### src/rtl/shift_pkg.sv
// Shared encodings for the universal shift register: operation modes and FSM states.
package shift_pkg;

  localparam logic [2:0] MODE_HOLD = 3'b000;
  localparam logic [2:0] MODE_LOAD = 3'b001;
  localparam logic [2:0] MODE_SHL  = 3'b010;
  localparam logic [2:0] MODE_SHR  = 3'b011;
  localparam logic [2:0] MODE_ROTL = 3'b100;
  localparam logic [2:0] MODE_ROTR = 3'b101;
  localparam logic [2:0] MODE_ASR  = 3'b110;
  localparam logic [2:0] MODE_RSVD = 3'b111;

  typedef enum logic [1:0] {
    ST_IDLE  = 2'd0,
    ST_SHIFT = 2'd1,
    ST_DONE  = 2'd2
  } state_t;

  function automatic logic is_shift_mode(input logic [2:0] m);
    return (m >= MODE_SHL) && (m <= MODE_ASR);
  endfunction

endpackage

### src/rtl/shift_step.sv
// One-position shift/rotate datapath; purely combinational.
// Non-shift ops pass q through with a zero shifted-out bit.
module shift_step
  import shift_pkg::*;
#(
  parameter int WIDTH = 8
) (
  input  logic [WIDTH-1:0] i_q,
  input  logic [2:0]       i_op,
  input  logic             i_sin,
  output logic [WIDTH-1:0] o_q,
  output logic             o_sout
);

  always_comb begin
    o_q    = i_q;
    o_sout = 1'b0;
    case (i_op)
      MODE_SHL: begin
        o_q    = {i_q[WIDTH-2:0], i_sin};
        o_sout = i_q[WIDTH-1];
      end
      MODE_SHR: begin
        o_q    = {i_sin, i_q[WIDTH-1:1]};
        o_sout = i_q[0];
      end
      MODE_ROTL: begin
        o_q    = {i_q[WIDTH-2:0], i_q[WIDTH-1]};
        o_sout = i_q[WIDTH-1];
      end
      MODE_ROTR: begin
        o_q    = {i_q[0], i_q[WIDTH-1:1]};
        o_sout = i_q[0];
      end
      MODE_ASR: begin
        o_q    = {i_q[WIDTH-1], i_q[WIDTH-1:1]};
        o_sout = i_q[0];
      end
      default: begin
        o_q    = i_q;
        o_sout = 1'b0;
      end
    endcase
  end

endmodule

### src/rtl/shift_reg_ce.sv
// Universal shift register with clock enable, async clear and an automatic
// multi-position mode (start -> busy for amt shifts -> one-cycle done).
module shift_reg_ce
  import shift_pkg::*;
#(
  parameter  int WIDTH = 8,
  localparam int CNT_W = $clog2(WIDTH + 1)
) (
  input  logic             clk,
  input  logic             clr,
  input  logic             ce,
  input  logic [2:0]       mode,
  input  logic [WIDTH-1:0] d,
  input  logic             sin,
  input  logic             start,
  input  logic [CNT_W-1:0] amt,
  output logic [WIDTH-1:0] q,
  output logic             sout,
  output logic             busy,
  output logic             done
);

  state_t           r_state;
  logic [WIDTH-1:0] r_q;
  logic             r_sout;
  logic [CNT_W-1:0] r_cnt;
  logic [2:0]       r_op;

  logic [CNT_W-1:0] w_amt;
  logic [2:0]       w_op;
  logic [WIDTH-1:0] w_step_q;
  logic             w_step_sout;

  assign w_amt = (amt > CNT_W'(WIDTH)) ? CNT_W'(WIDTH) : amt;

  // The latched op drives the datapath during a sequence so mode changes are ignored.
  assign w_op = (r_state == ST_SHIFT) ? r_op : mode;

  shift_step #(.WIDTH(WIDTH)) u_step (
    .i_q    (r_q),
    .i_op   (w_op),
    .i_sin  (sin),
    .o_q    (w_step_q),
    .o_sout (w_step_sout)
  );

  always_ff @(posedge clk or posedge clr) begin
    if (clr) begin
      r_state <= ST_IDLE;
      r_q     <= '0;
      r_sout  <= 1'b0;
      r_cnt   <= '0;
      r_op    <= MODE_HOLD;
    end else begin
      case (r_state)
        ST_IDLE: begin
          if (ce) begin
            if (start && is_shift_mode(mode) && (w_amt != '0)) begin
              r_op    <= mode;
              r_cnt   <= w_amt;
              r_state <= ST_SHIFT;
            end else if (mode == MODE_LOAD) begin
              r_q    <= d;
              r_sout <= 1'b0;
            end else if (is_shift_mode(mode)) begin
              r_q    <= w_step_q;
              r_sout <= w_step_sout;
            end
          end
        end
        ST_SHIFT: begin
          if (ce) begin
            r_q    <= w_step_q;
            r_sout <= w_step_sout;
            r_cnt  <= r_cnt - CNT_W'(1);
            if (r_cnt == CNT_W'(1)) begin
              r_state <= ST_DONE;
            end
          end
        end
        ST_DONE: begin
          r_state <= ST_IDLE;
        end
        default: begin
          r_state <= ST_IDLE;
        end
      endcase
    end
  end

  assign q    = r_q;
  assign sout = r_sout;
  assign busy = (r_state == ST_SHIFT);
  assign done = (r_state == ST_DONE);

endmodule

### config.mk
export PLATFORM = sky130hd
export DESIGN_NAME = shift_reg_ce
export DESIGN_NICKNAME = d
export VERILOG_FILES = /design/src/rtl/shift_pkg.sv /design/src/rtl/shift_step.sv /design/src/rtl/shift_reg_ce.sv
export SDC_FILE = /design/constraint.sdc
export NUM_CORES = 1
export LEC_CHECK = 0
export CAP_MARGIN = 15
export CORE_MARGIN = 2
export CORE_UTILIZATION = 50
export CTS_BUF_LIST = sky130_fd_sc_hd__clkbuf_8
export CTS_CLUSTER_SIZE = 16
export DETAILED_ROUTE_END_ITERATION = 8
export PLACE_DENSITY = 0.9
export SETUP_SLACK_MARGIN = 0.4
export SLEW_MARGIN = 5
export SYNTH_ARGS = -nofsm -noshare
export SYNTH_HDL_FRONTEND = slang
export SYNTH_HIERARCHICAL = 1
export SYNTH_SLANG_ARGS = --single-unit
### constraint.sdc
create_clock -name clk -period 2.6 [get_ports clk]
set_input_delay 0.52 -clock clk [delete_from_list [all_inputs] [get_ports clk]]
set_output_delay 0.52 -clock clk [all_outputs]
set_load 0.05 [all_outputs]
# After elaboration in Yosys (flattened, before gate mapping)
# Cells that the tools add are included.
# Widths: inputs -> output; s select.
op_classes:
  muxes: 25
  order_cmp: 3
  n_reduce_logical: 12
  eq_ne: 15
  n_addsub: 1
ops:
  columns: ["op", "n"]
  rows:
  - ["$mux 8", 5]
  - ["$pmux 8 s5", 1]
  - ["$mux 4", 4]
  - ["$pmux 8 s2", 1]
  - ["$eq 3x3->1 const B", 3]
  - ["$mux 2", 4]
  - ["$ne 2x2->1 const B", 4]
  - ["$pmux 4 s2", 1]
  - ["$reduce_and 4->1", 2]
  - ["$eq 3x2->1 const B", 2]
  - ["$mux 1", 5]
  - ["$reduce_and 5->1", 1]
  - ["$eq 4x1->1 const B", 1]
  - ["$gt 4x4->1 const B", 1]
  - ["$pmux 1 s2", 2]
  - ["$pmux 2 s2", 1]
  - ["$reduce_bool 4->1", 1]
  - ["$sub 4x1->4 const B", 1]
  - ["$eq 3x1->1 const B", 1]
  - ["$ge 3x2->1 const B", 1]
  - ["$le 3x3->1 const B", 1]
  - ["$logic_and 1x1->1", 3]
  - ["$mux 3", 1]
  - ["$ne 3x3->1 const B", 1]
  - ["8 further kinds", 8]
totals:
  inputBits: 20
  elab_cells: 61
  register_bits: 18

# Depth between registers and ports, before layout
depth:
  word_depth: 10
  ltp_mapped: 11
  ltp_nobuf: 9

# Hierarchy
# The synthesis kept the hierarchy.
modules_own_cells:
  columns: ["module", "area_per_inst_um2", "n_inst", "seq_area_each_um2", "cells_each"]
  rows:
  - ["shift_reg_ce", 1056.0, 1, 450.4, 98]
  - ["shift_step", 362.8, 1, 0.0, 48]

# Least setup slack after synthesis
# Ideal clock, no wire load.
synth_path:
  kind: "register to register"
  startpoint: "register r_state[0]"
  endpoint: "register r_q[3], in the netlist q[3]"
  path_stages_with_launch: 12
  setup_time_ps: 125
  required_time_ps: 2475
  synth_period_minus_slack_ps: 2479
  path_slack_ps: 121
  t_arrival_ps: 2354
  cell_sequence: "dfrtp_1 > nand2b_1 > inv_1 > nand2_1 > nand2_1 > buf_6 > buf_6 > mux2i_1 > nor2_1 > a221o_1 > mux2_2 > mux2_2"
synth_between:
  elab_chain_len: 9
  word_cells_on_any_way: 21
synth_rtl:
  columns: ["item", "line", "source"]
  rows:
  - ["from (decl)", "shift_reg_ce.sv:23", "state_t r_state;"]
  - ["from (signal assigned)", "shift_reg_ce.sv:49", "r_state <= ST_IDLE;"]
  - ["from (signal assigned)", "shift_reg_ce.sv:61", "r_state <= ST_SHIFT;"]
  - ["from (signal assigned)", "shift_reg_ce.sv:77", "r_state <= ST_DONE;"]
  - ["$eq 2x1->1 (*)", null, null]
  - ["net busy", "shift_reg_ce.sv:19", "output logic busy,"]
  - ["$mux 3 (*)", "shift_reg_ce.sv:37", "assign w_op = (r_state == ST_SHIFT) ? r_op : mode;"]
  - ["net w_op[0]", "shift_reg_ce.sv:30", "logic [2:0] w_op;"]
  - ["$eq 3x3->1 or $eq 3x2->1 (tied branches)", "shift_step.sv:18", "case (i_op)"]
  - ["$pmux 8 s5 (*)", "shift_step.sv:18", null]
  - ["net w_step_q[3]", "shift_reg_ce.sv:31", "logic [WIDTH-1:0] w_step_q;"]
  - ["$mux 8", "shift_reg_ce.sv:65", "end else if (is_shift_mode(mode)) begin"]
  - ["$mux 8", "shift_reg_ce.sv:62", "end else if (mode == MODE_LOAD) begin"]
  - ["$mux 8", "shift_reg_ce.sv:58", "if (start && is_shift_mode(mode) && (w_amt != '0)) begin"]
  - ["$mux 8", "shift_reg_ce.sv:57", "if (ce) begin"]
  - ["$pmux 8 s2 (*)", "shift_reg_ce.sv:55", "case (r_state)"]
  - ["to (signal assigned)", "shift_reg_ce.sv:66", "r_q <= w_step_q;"]
  - ["to (signal assigned)", "shift_reg_ce.sv:73", "r_q <= w_step_q;"]
  - ["to (decl)", "shift_reg_ce.sv:24", "logic [WIDTH-1:0] r_q;"]
# The timed path passes the listed nets; every way through them passes the cells marked *. The select of a mux whose other input is x is not followed.
# A chain may end at the register's enable or synchronous reset.

# Worst setup path in the final report
layout_path:
  startpoint: "register r_state[0]"
  endpoint: "register r_q[0], in the netlist q[0]"
layout_between:
  elab_chain_len: 9
  word_cells_on_any_way: 21
layout_rtl:
  columns: ["item", "line"]
  rows:
  - ["$eq 2x1->1 (*)", "shift_reg_ce.sv:37"]
  - ["$mux 3 (*)", "shift_reg_ce.sv:37"]
  - ["net w_op[2]", "shift_reg_ce.sv:30"]
  - ["$eq 3x3->1 or $eq 3x2->1 (tied branches)", "shift_step.sv:18"]
  - ["$pmux 8 s5 (*)", "shift_step.sv:18"]
  - ["net w_step_q[0]", "shift_reg_ce.sv:31"]
  - ["$mux 8", "shift_reg_ce.sv:65"]
  - ["$mux 8", "shift_reg_ce.sv:62"]
  - ["$mux 8", "shift_reg_ce.sv:58"]
  - ["$mux 8", "shift_reg_ce.sv:57"]
  - ["$pmux 8 s2 (*)", "shift_reg_ce.sv:55"]
# Marked as above.

==> reports/qor.yml <==
global_route:
  met1_usage: 0.285
  antenna_found_initial: 0
  grt_pass1_wl_um: 6640
  busiest_layer: "met2"
  grt_max_degree: 19
  grt_pass1_vias: 1411
  use_met2: 0.506
  overflow: 0
  met3_usage: 0.0431
  grt_util_all_layers: 0.266
yosys:
  yosys-top-cells-area: "dfrtp_1 (32%), mux2_2 (16%), mux2i_1 (5.6%)"
  synth.distinct_cells: 43
  synth_edf_count: 0
  ys_warn_count: 6
  syn-instance-count: 146
  ys_ff_latch: 18
  synth_top_area_cell: "dfrtp_1"
  synth_seq_area_share: 0.317
  synthFlopType: "dfrtp_1"
  synth_area_um2: 1420
  synth-async-reset-ratio: 1.00
  synth.avg_cell_area_um2: 9.72
  synth_nets: 168
  yosysTopAreaCellShare: 0.317
hold_path:
  hold_class: "flip-flop to flip-flop"
  min-delay-start: "r_cnt[2]"
  hold_depth: 1
  worst_hold_path.endpoint: "r_state[1]"
clock_network:
  htreeDepth: 1
  clock_sinks: 18
  clock_path_buffers: 2
  cts-root-buf: "clkbuf_8"
  clk_pin_slew_worst_paths_ps: 80
  clk-insertion-delay-late_ps: 270
  cts_buffers: 3
  cts_hold_buf: 0
  cts_tree: "done"
place:
  dp.cells: 210
  gp_congestion: 0.844
  io_buffers: 30
  hpwl_um: 2600
worst_setup_path:
  reg2reg_slack_ps: 290
  worstSetupPathType: "flip-flop to flip-flop"
  critPathMaxFanout: 5
  worstPathArrival_ps: 2470
  start_kind: "flip-flop"
  end_kind: "flip-flop"
  reg2reg_to: "q[0]"
  reg2reg_depth: 10
  critPathRequiredTime_ps: 2760
  r2r_start: "r_state[0]"
floorplanning:
  rows: 19
  initial_core_util: 0.519
  core_um2: 2730
  io-pin-count: 31
  die-area_um2: 3280
  die_h_um: 57.3
  die_w_um: 57.3
drt:
  routed_wl_um: 4490
  vias_per_cell: 6.27
  dr.first_iter.drc_count: 86
  vias: 1436
  routedWlPerCell_um: 19.6
  drc: 0
  antenna_left: 0
  first_pass_iters: 4
power_and_ir_drop:
  p_leak_nw: 0.970
  peakVddDrop_v: 0.000954
  powerDensity_nw_per_um2: 1400
sta:
  post-route-period-util: 0.889
  final_hold_viol_count: 0
  min_period_ps: 2310
  drv_slew: 0
  setup_viol: 0
  slew_headroom: 0.510
  skew_ps: 4.61
  rsz0062_at_grt: "true"
  tns_ps: 0
  clock.fmax_mhz: 433
  worst_pin_slew_ps: 735
cells_and_area:
  final_nets: 221
  fin_cells: 229
  layout_common_cells: "clkdlybuf4s50_1 (25), dfrtp_1 (17), mux2_2 (13), buf_4 (13)"
  syn_to_final_growth_pct: 51.1
  layout_commonest_cell: "clkdlybuf4s50_1"
  drive_above_1_share: 0.374
  antenna_cells: 0
outcome:
  status: "finished clean"
run:
  drv_cap: 0
[sequential cells by signal, indices dropped and copies added (netlist names)]
| signal | count |
|---|---|
| q | 8 |
| r_cnt | 4 |
| r_op | 3 |
| r_state | 2 |
| sout | 1 |
[routing by layer]
layer,vias to the layer above,part of all wire
met5,-,0
met3,15,0.039
met4,0,0.030
met1,714,0.39
met2,50,0.54
li1,657,-
[per-stage QoR]
stage / setup WS, ps / util / instance area (um2) / total power, W / hold WS, ps
finish: 289 / 0.784 / 2140 / 0.00301 / 525
CTS: 374 / 0.726 / 1980 / 0.00265 / 511
detailed placement: 78.7 / 0.667 / 1820 / 0.00219 / 496
global placement: 133 / 0.667 / 1820 / 0.00212 / 490
floorplan: 274 / - / 1460 / 0.00182 / 459
global route: 259 / 0.784 / 2140 / 0.00316 / 527
[Yosys cell counts (2+ instances only)]
library cell,number
or3_1,2
mux2i_1,8
ha_1,2
o21ai_0,4
or4_1,2
o211ai_1,3
buf_4,2
nand2_1,17
mux2_2,20
inv_1,9
or2_2,2
nor2_1,7
dfrtp_1,18
o2111ai_1,2
a221o_1,5
nand3_1,4
nand2b_1,5
buf_6,2
nand3b_1,2
a21oi_1,7
[worst max-delay path by stage]
stage | cells past startpoint | slack [ps] | from | endpoint
after CTS | 6 | 370 | mode[2] | r_op[0]
after global placement | 6 | 130 | mode[2] | r_op[1]
final | 10 | 290 | r_state[0] | q[0]
after floorplan | 11 | 270 | r_state[0] | q[3]
after detailed placement | 8 | 80 | mode[2] | q[7]
after global routing | 10 | 260 | r_state[0] | q[0]
[report_power, final]
part | total (W) | leakage [nW] | internal (W) | switching (W)
logic | 0.00220 | 0.720 | 0.00109 | 0.00111
clock network | 0.000245 | 0.0288 | 0.000135 | 0.000109
registers | 0.000563 | 0.221 | 0.000401 | 0.000162
[cell type report]
| class | count | area [um2] |
|---|---|---|
| clock buffer | 4 | 55.1 |
| fill | 165 | 591 |
| inverter | 10 | 41.3 |
| multi-input combinational | 115 | 1020 |
| sequential | 18 | 452 |
| tap | 31 | 38.8 |
| timing repair buffer | 51 | 539 |
[what timing repair did]
item                       CTS  global route
pin swaps                    5            12
gates resized for setup      7            25
setup endpoints to repair   13            12
buffers inserted             4             8
gates cloned                 2             1
[kinds of logic after synthesis]
logic type / share of synthesized area
flip-flops: 0.317
adder cells (fa/ha/maj): 0.0176
multiplexers: 0.215
buffers and inverters: 0.0555
AND/OR/NAND/NOR: 0.204
XOR/XNOR: 0.0115
AO/OA/AOI/OAI: 0.179
[worst max-delay path, stage by stage (launching register included)]
cell and delay (ps):
dfrtp_2 440, nand2b_4 100, clkinvlp_4 170, nand2_2 150
nand2_4 110, buf_4 180, a21oi_1 220, a311o_1 170
o311ai_1 120, mux2_4 280, mux2_2 260
No activity file was read; power rests on OpenSTA's default activity.
